**config.mk**
```make
export PLATFORM = sky130hd
export DESIGN_NAME = maf_wb
export DESIGN_NICKNAME = d
export VERILOG_FILES = /design/src/rtl/maf_wb.sv
export SDC_FILE = /design/constraint.sdc
export NUM_CORES = 1
export LEC_CHECK = 0
export ABC_CLOCK_PERIOD_IN_PS = 2290
export BUFFER_PORTS_ARGS = -buffer_cell sky130_fd_sc_hd__buf_2
export CAP_MARGIN = 20
export CORE_UTILIZATION = 55
export CTS_BUF_LIST = sky130_fd_sc_hd__clkbuf_8
export DETAILED_ROUTE_END_ITERATION = 10
export GPL_TIMING_DRIVEN = 0
export MAX_ROUTING_LAYER = met4
export PLACE_DENSITY = 0.74
export SLEW_MARGIN = 20
export SYNTH_ARGS = -nofsm -noshare
export SYNTH_HDL_FRONTEND = slang
export SYNTH_SLANG_ARGS = --single-unit
```
**constraint.sdc**
```tcl
create_clock -name clk -period 2.29 [get_ports clk]
set_clock_uncertainty 0.05 [all_clocks]
set_input_delay 0.458 -clock clk [delete_from_list [all_inputs] [get_ports clk]]
set_output_delay 0.458 -clock clk [all_outputs]
set_load 0.02 [all_outputs]
```
**src/rtl/maf_wb.sv**
```systemverilog
`default_nettype none
`timescale 1ns/1ps
// ============================================================================
// Module      : maf_wb
// Description : MAF result writeback FIFO with per-entry FP class flags,
//               issue credit tracking and sticky overflow reporting.
// Revision    : 1.0 - initial release
// ============================================================================
module maf_wb #(
    parameter int DEPTH = 4,
    parameter int CNT_W = 3
) (
    input  logic        clk,
    input  logic        rst_n,
    input  logic        op_vld,
    input  logic [31:0] res,
    input  logic        res_rdy,
    output logic        issue_ok,
    output logic        wb_vld,
    input  logic        wb_ack,
    output logic [31:0] wb_data,
    output logic [4:0]  wb_flag,
    output logic        ovfl_err
);

    localparam int               c_aw       = $clog2(DEPTH);
    localparam logic [CNT_W:0]   c_depth    = (CNT_W+1)'(DEPTH);
    localparam logic [CNT_W-1:0] c_cnt_one  = CNT_W'(1);
    localparam logic [CNT_W-1:0] c_infl_max = '1;
    localparam logic [c_aw-1:0]  c_ptr_one  = c_aw'(1);

    logic [31:0]      data_q [DEPTH];
    logic [31:0]      data_d [DEPTH];
    logic [4:0]       flag_q [DEPTH];
    logic [4:0]       flag_d [DEPTH];
    logic [c_aw-1:0]  wr_ptr_q, wr_ptr_d;
    logic [c_aw-1:0]  rd_ptr_q, rd_ptr_d;
    logic [CNT_W-1:0] count_q, count_d;
    logic [CNT_W-1:0] infl_q, infl_d;
    logic             ovfl_q, ovfl_d;

    logic [7:0]       w_exp;
    logic [22:0]      w_man;
    logic [4:0]       w_flag;
    logic             w_pop;
    logic             w_push;
    logic             w_full;

    // Outputs depend only on registered state, so a write never bypasses.
    always_comb begin
        wb_vld   = (count_q != '0);
        wb_data  = wb_vld ? data_q[rd_ptr_q] : '0;
        wb_flag  = wb_vld ? flag_q[rd_ptr_q] : '0;
        ovfl_err = ovfl_q;
        issue_ok = (({1'b0, count_q} + {1'b0, infl_q}) < c_depth);
    end

    always_comb begin
        w_exp  = res[30:23];
        w_man  = res[22:0];
        w_flag = {res[31],
                  (w_exp == 8'hFF) && (w_man != '0),
                  (w_exp == 8'hFF) && (w_man == '0),
                  (w_exp == 8'h00) && (w_man == '0),
                  (w_exp == 8'h00) && (w_man != '0)};

        w_pop  = wb_vld && wb_ack;
        w_full = ({1'b0, count_q} >= c_depth);
        w_push = res_rdy && (!w_full || w_pop);

        data_d   = data_q;
        flag_d   = flag_q;
        wr_ptr_d = wr_ptr_q;
        rd_ptr_d = rd_ptr_q;
        count_d  = count_q;
        infl_d   = infl_q;
        ovfl_d   = ovfl_q | (res_rdy & ~w_push);

        if (w_push) begin
            data_d[wr_ptr_q] = res;
            flag_d[wr_ptr_q] = w_flag;
            wr_ptr_d         = wr_ptr_q + c_ptr_one;
        end
        if (w_pop) begin
            rd_ptr_d = rd_ptr_q + c_ptr_one;
        end

        if (w_push && !w_pop) begin
            count_d = count_q + c_cnt_one;
        end else if (w_pop && !w_push) begin
            count_d = count_q - c_cnt_one;
        end

        // Credit counter saturates in both directions.
        if (op_vld && !res_rdy && (infl_q != c_infl_max)) begin
            infl_d = infl_q + c_cnt_one;
        end else if (res_rdy && !op_vld && (infl_q != '0)) begin
            infl_d = infl_q - c_cnt_one;
        end
    end

    always_ff @(posedge clk or negedge rst_n) begin
        if (!rst_n) begin
            for (int i = 0; i < DEPTH; i++) begin
                data_q[i] <= '0;
                flag_q[i] <= '0;
            end
            wr_ptr_q <= '0;
            rd_ptr_q <= '0;
            count_q  <= '0;
            infl_q   <= '0;
            ovfl_q   <= 1'b0;
        end else begin
            data_q   <= data_d;
            flag_q   <= flag_d;
            wr_ptr_q <= wr_ptr_d;
            rd_ptr_q <= rd_ptr_d;
            count_q  <= count_d;
            infl_q   <= infl_d;
            ovfl_q   <= ovfl_d;
        end
    end

endmodule
`default_nettype wire

```
==> impl_metrics.yaml <==
floorplanning:
  rows: 41
  io_pins: 77
  coreArea_sq_um: 12800
  initial_core_util: 0.572
  die_x_microns: 117
  die_h_microns: 117
  die_area_sq_um: 13800
placed_design:
  dp_hpwl_microns: 10100
  port_buffers: 74
  finalWeightedCongestion: 0.759
power:
  power_density_nw_per_um2: 1600
  leakage_uw: 0.00392
  vdd_drop_max_uv: 896
  power_uw: 14400
flow_run:
  max_cap_viol_count: 0
critical_path:
  crit_end: "wb_data[6]"
  rr_worst_depth: 8
  cpMostUsedCell: "buf_12"
  cpPeakStageDelay_ns: 0.48
  worstPathCellList: "buf_12, buf_12, buf_12, mux4_2, and2_4, buf_6"
  r2r-end: "count_q[1]$_DFFE_PN0P_"
  startpoint: "rd_ptr_q[0]$_DFFE_PN0P_"
  cpMaxStageDelayCell: "mux4_2"
  r2r_start: "count_q[2]$_DFFE_PN0P_"
  cp_max_fo: 6
  critical_path_class: "flop to output port"
  critPathCaptureType: "output port"
  critPathLaunchType: "flop"
  worstPathArrival_ns: 2.01
  regToRegSetupSlack_ns: 0.05
  critPathRequiredTime_ns: 1.78
clock_tree:
  ctsRootBufferMaster: "clkbuf_8"
  clockBufferDepth: 2
  cts_num_sinks: 155
  cts_tree: "built"
  worstSkewPairLatency_ns: 0.45
  cts_buffers: 17
  clkTransAtPathRegs_ns: 0.08
  cts_max_level: 4
yosys:
  syn-cell-area_sq_um: 7310
  yosys-top-cells-area: "dfrtp_1 (53%), mux2_2 (17%), mux4_2 (11%), mux2_1 (3.4%), and2_1 (3.1%)"
  syn_avg_cell_area_sq_um: 14.6
  synth_xor_xnor_area_share: 0.00839
  synth_compound_area_frac: 0.0327
  synth.distinct_cells: 40
  synth_seq_area_share: 0.531
  synth_top_area_frac: 0.531
  synthAdderAreaFrac: 0.0175
  synthSimpleGateAreaFrac: 0.0707
  muxShareOfSynthArea: 0.313
  synth_fp_nets: 547
  synth_cells: 501
  ys_ff_latch: 155
  yosys_warnings: 0
  yosysTopAreaCell: "dfrtp_1"
  synth_top_family_by_area: "multiplexers"
drt:
  post_drt_wl_per_cell_microns: 20.0
  drtIter0Drc: 316
  dr_total_vias: 4534
  drt-total-wl_microns: 15900
  drc_errors: 0
  ant_nets: 0
  drt_pre_antenna_iters: 4
  vias_per_cell: 5.70
sta:
  fin_tns_setup_ns: -6.45
  timing.fmax_mhz: 397
  relSlewSlack: 0.669
  rsz0062_at_grt: "true"
  hold_violations: 0
  tightest_slew_ns: 0.497
  setup_viol: 37
  fin_crit_sh: 1.10
  slew_violations: 0
  fin_crit_ns: 2.52
  setup_ws_ns: -0.231
global_route:
  grt_max_degree: 92
  grt_pass1_wl_microns: 25100
  antenna_found_initial: 0
  overflow: 0
  grt.total_usage: 0.261
  grt_pass1_vias: 4860
outcome:
  outcome: "complete, but fails checks"
  violations: "setup timing"
layout:
  syn2layout_area_growth_pct: 22.4
  final_nets: 657
  drive_gt1_frac: 0.542
  diodes: 0
worst_hold_path:
  min_path_cells: 2
  min_path_type: "primary input to flop"
==> logic make-up after synthesis <==
| group | Yosys count |
|---|---|
| muxes | 167 |
| and+or+nand+nor | 94 |
| xor gates and xnor gates | 7 |
| adders and majority gates | 9 |
| DFF | 155 |
| buffers and inverters | 40 |
| AOI/OAI and AO/OA | 29 |
==> worst max-delay path, delay by kind of cell, from the launching register on <==
kind,cells,cell delay (ns)
AND/OR/NAND/NOR,1,0.17
buffers and inverters,4,0.49
multiplexers,1,0.48
flip-flops,1,0.41
==> per-stage QoR <==
step,cell area (sq um),utilization,hold slack (ns),setup slack (ns),cells
after floorplan,7310,-,0.112,0.0983,501
after global placement,7900,0.618,0.413,-1.43,747
after detailed placement,7940,0.621,0.389,-0.232,748
after CTS,8910,0.697,0.192,-0.242,795
after global routing,8950,0.701,0.208,-0.302,796
final,8950,0.701,0.215,-0.231,796
==> report_power, final <==
part	switching [uW]	internal (uW)	leakage [uW]	total, uW
clock network	1020	1270	0.000224	2280
logic	3150	4290	0.00182	7440
registers	646	3990	0.00187	4640
total	4810	9550	0.00392	14400
==> routing by layer <==
layer | share of wire | track usage
met4 | 0.0099 | 0.0835
met5 | 0 | -
met1 | 0.45 | 0.326
met2 | 0.51 | 0.427
met3 | 0.032 | 0.0541
==> worst min-delay path by stage <==
stage               slack [ns]                      end                  start
CTS                       0.19    flag_q[4]$_DFFE_PN0P_                res[31]
global placement          0.41    flag_q[1]$_DFFE_PN0P_  flag_q[1]$_DFFE_PN0P_
detailed placement        0.39  data_q[100]$_DFFE_PN0P_                  rst_n
global route              0.21    flag_q[4]$_DFFE_PN0P_                res[31]
finish                    0.22    flag_q[4]$_DFFE_PN0P_                res[31]
floorplan                 0.11   count_q[0]$_DFFE_PN0P_                  rst_n
==> placed cells by master (no fill, tap or decap), types with 3 or more instances in the layout <==
cell	count
dfrtp_1	154
nand3_1	7
xor2_1	3
clkbuf_8	23
a22o_1	5
ha_1	5
nor3_1	4
nor4_1	5
o21ai_1	4
bufinv_16	4
mux4_2	36
nor2_1	9
xnor2_1	4
and2_1	15
clkinv_2	5
o31ai_2	6
buf_12	7
buf_4	10
inv_1	5
buf_2	68
mux2_1	22
nand2_1	19
buf_6	27
nand4_1	3
clkbuf_1	3
mux2_2	109
and2_4	21
clkbuf_16	3
==> sequential cells by signal, indices dropped and copies added (netlist names) <==
signal / flops
count_q: 3
data_q: 127
flag_q: 17
infl_q: 3
ovfl_err: 1
rd_ptr_q: 2
wr_ptr_q: 2
==> what timing repair did <==
action                                  4_1_cts  5_1_grt
gates cloned                                  2        1
gates resized for setup                     100       16
hold endpoints to repair                     64        0
setup buffers                                12        2
pin swaps                                    22        8
endpoints found under the setup margin       41       42
hold buffers                                  1        0
==> cell usage after synthesis, drive strengths merged <==
cell type	number
o22ai	1
nor4	8
nand3	7
or3	1
and3	1
dfrtp	155
or2	2
mux2	131
nor2	9
and2	36
nand2	20
nor3	4
xnor2	4
o221a	1
inv	6
clkbuf	9
ha	7
a22oi	1
mux4	36
nand2b	2
nor2b	1
o21bai	2
a22o	5
xor2	3
o21ai	6
a21oi	2
fa	2
a32o	1
buf	25
o31ai	8
a211oi	2
nand4	3
==> cell type report <==
class / count / area, sq um
fillers: 886 / 3820
well taps: 172 / 215
inverters: 6 / 22.5
plain buffers: 34 / 302
clock buffers: 20 / 275
clock inverters: 12 / 169
repair buffers: 91 / 743
multi-input cells: 306 / 3340
flip-flops and latches: 155 / 3880
Power figures use the tool's default switching activity.
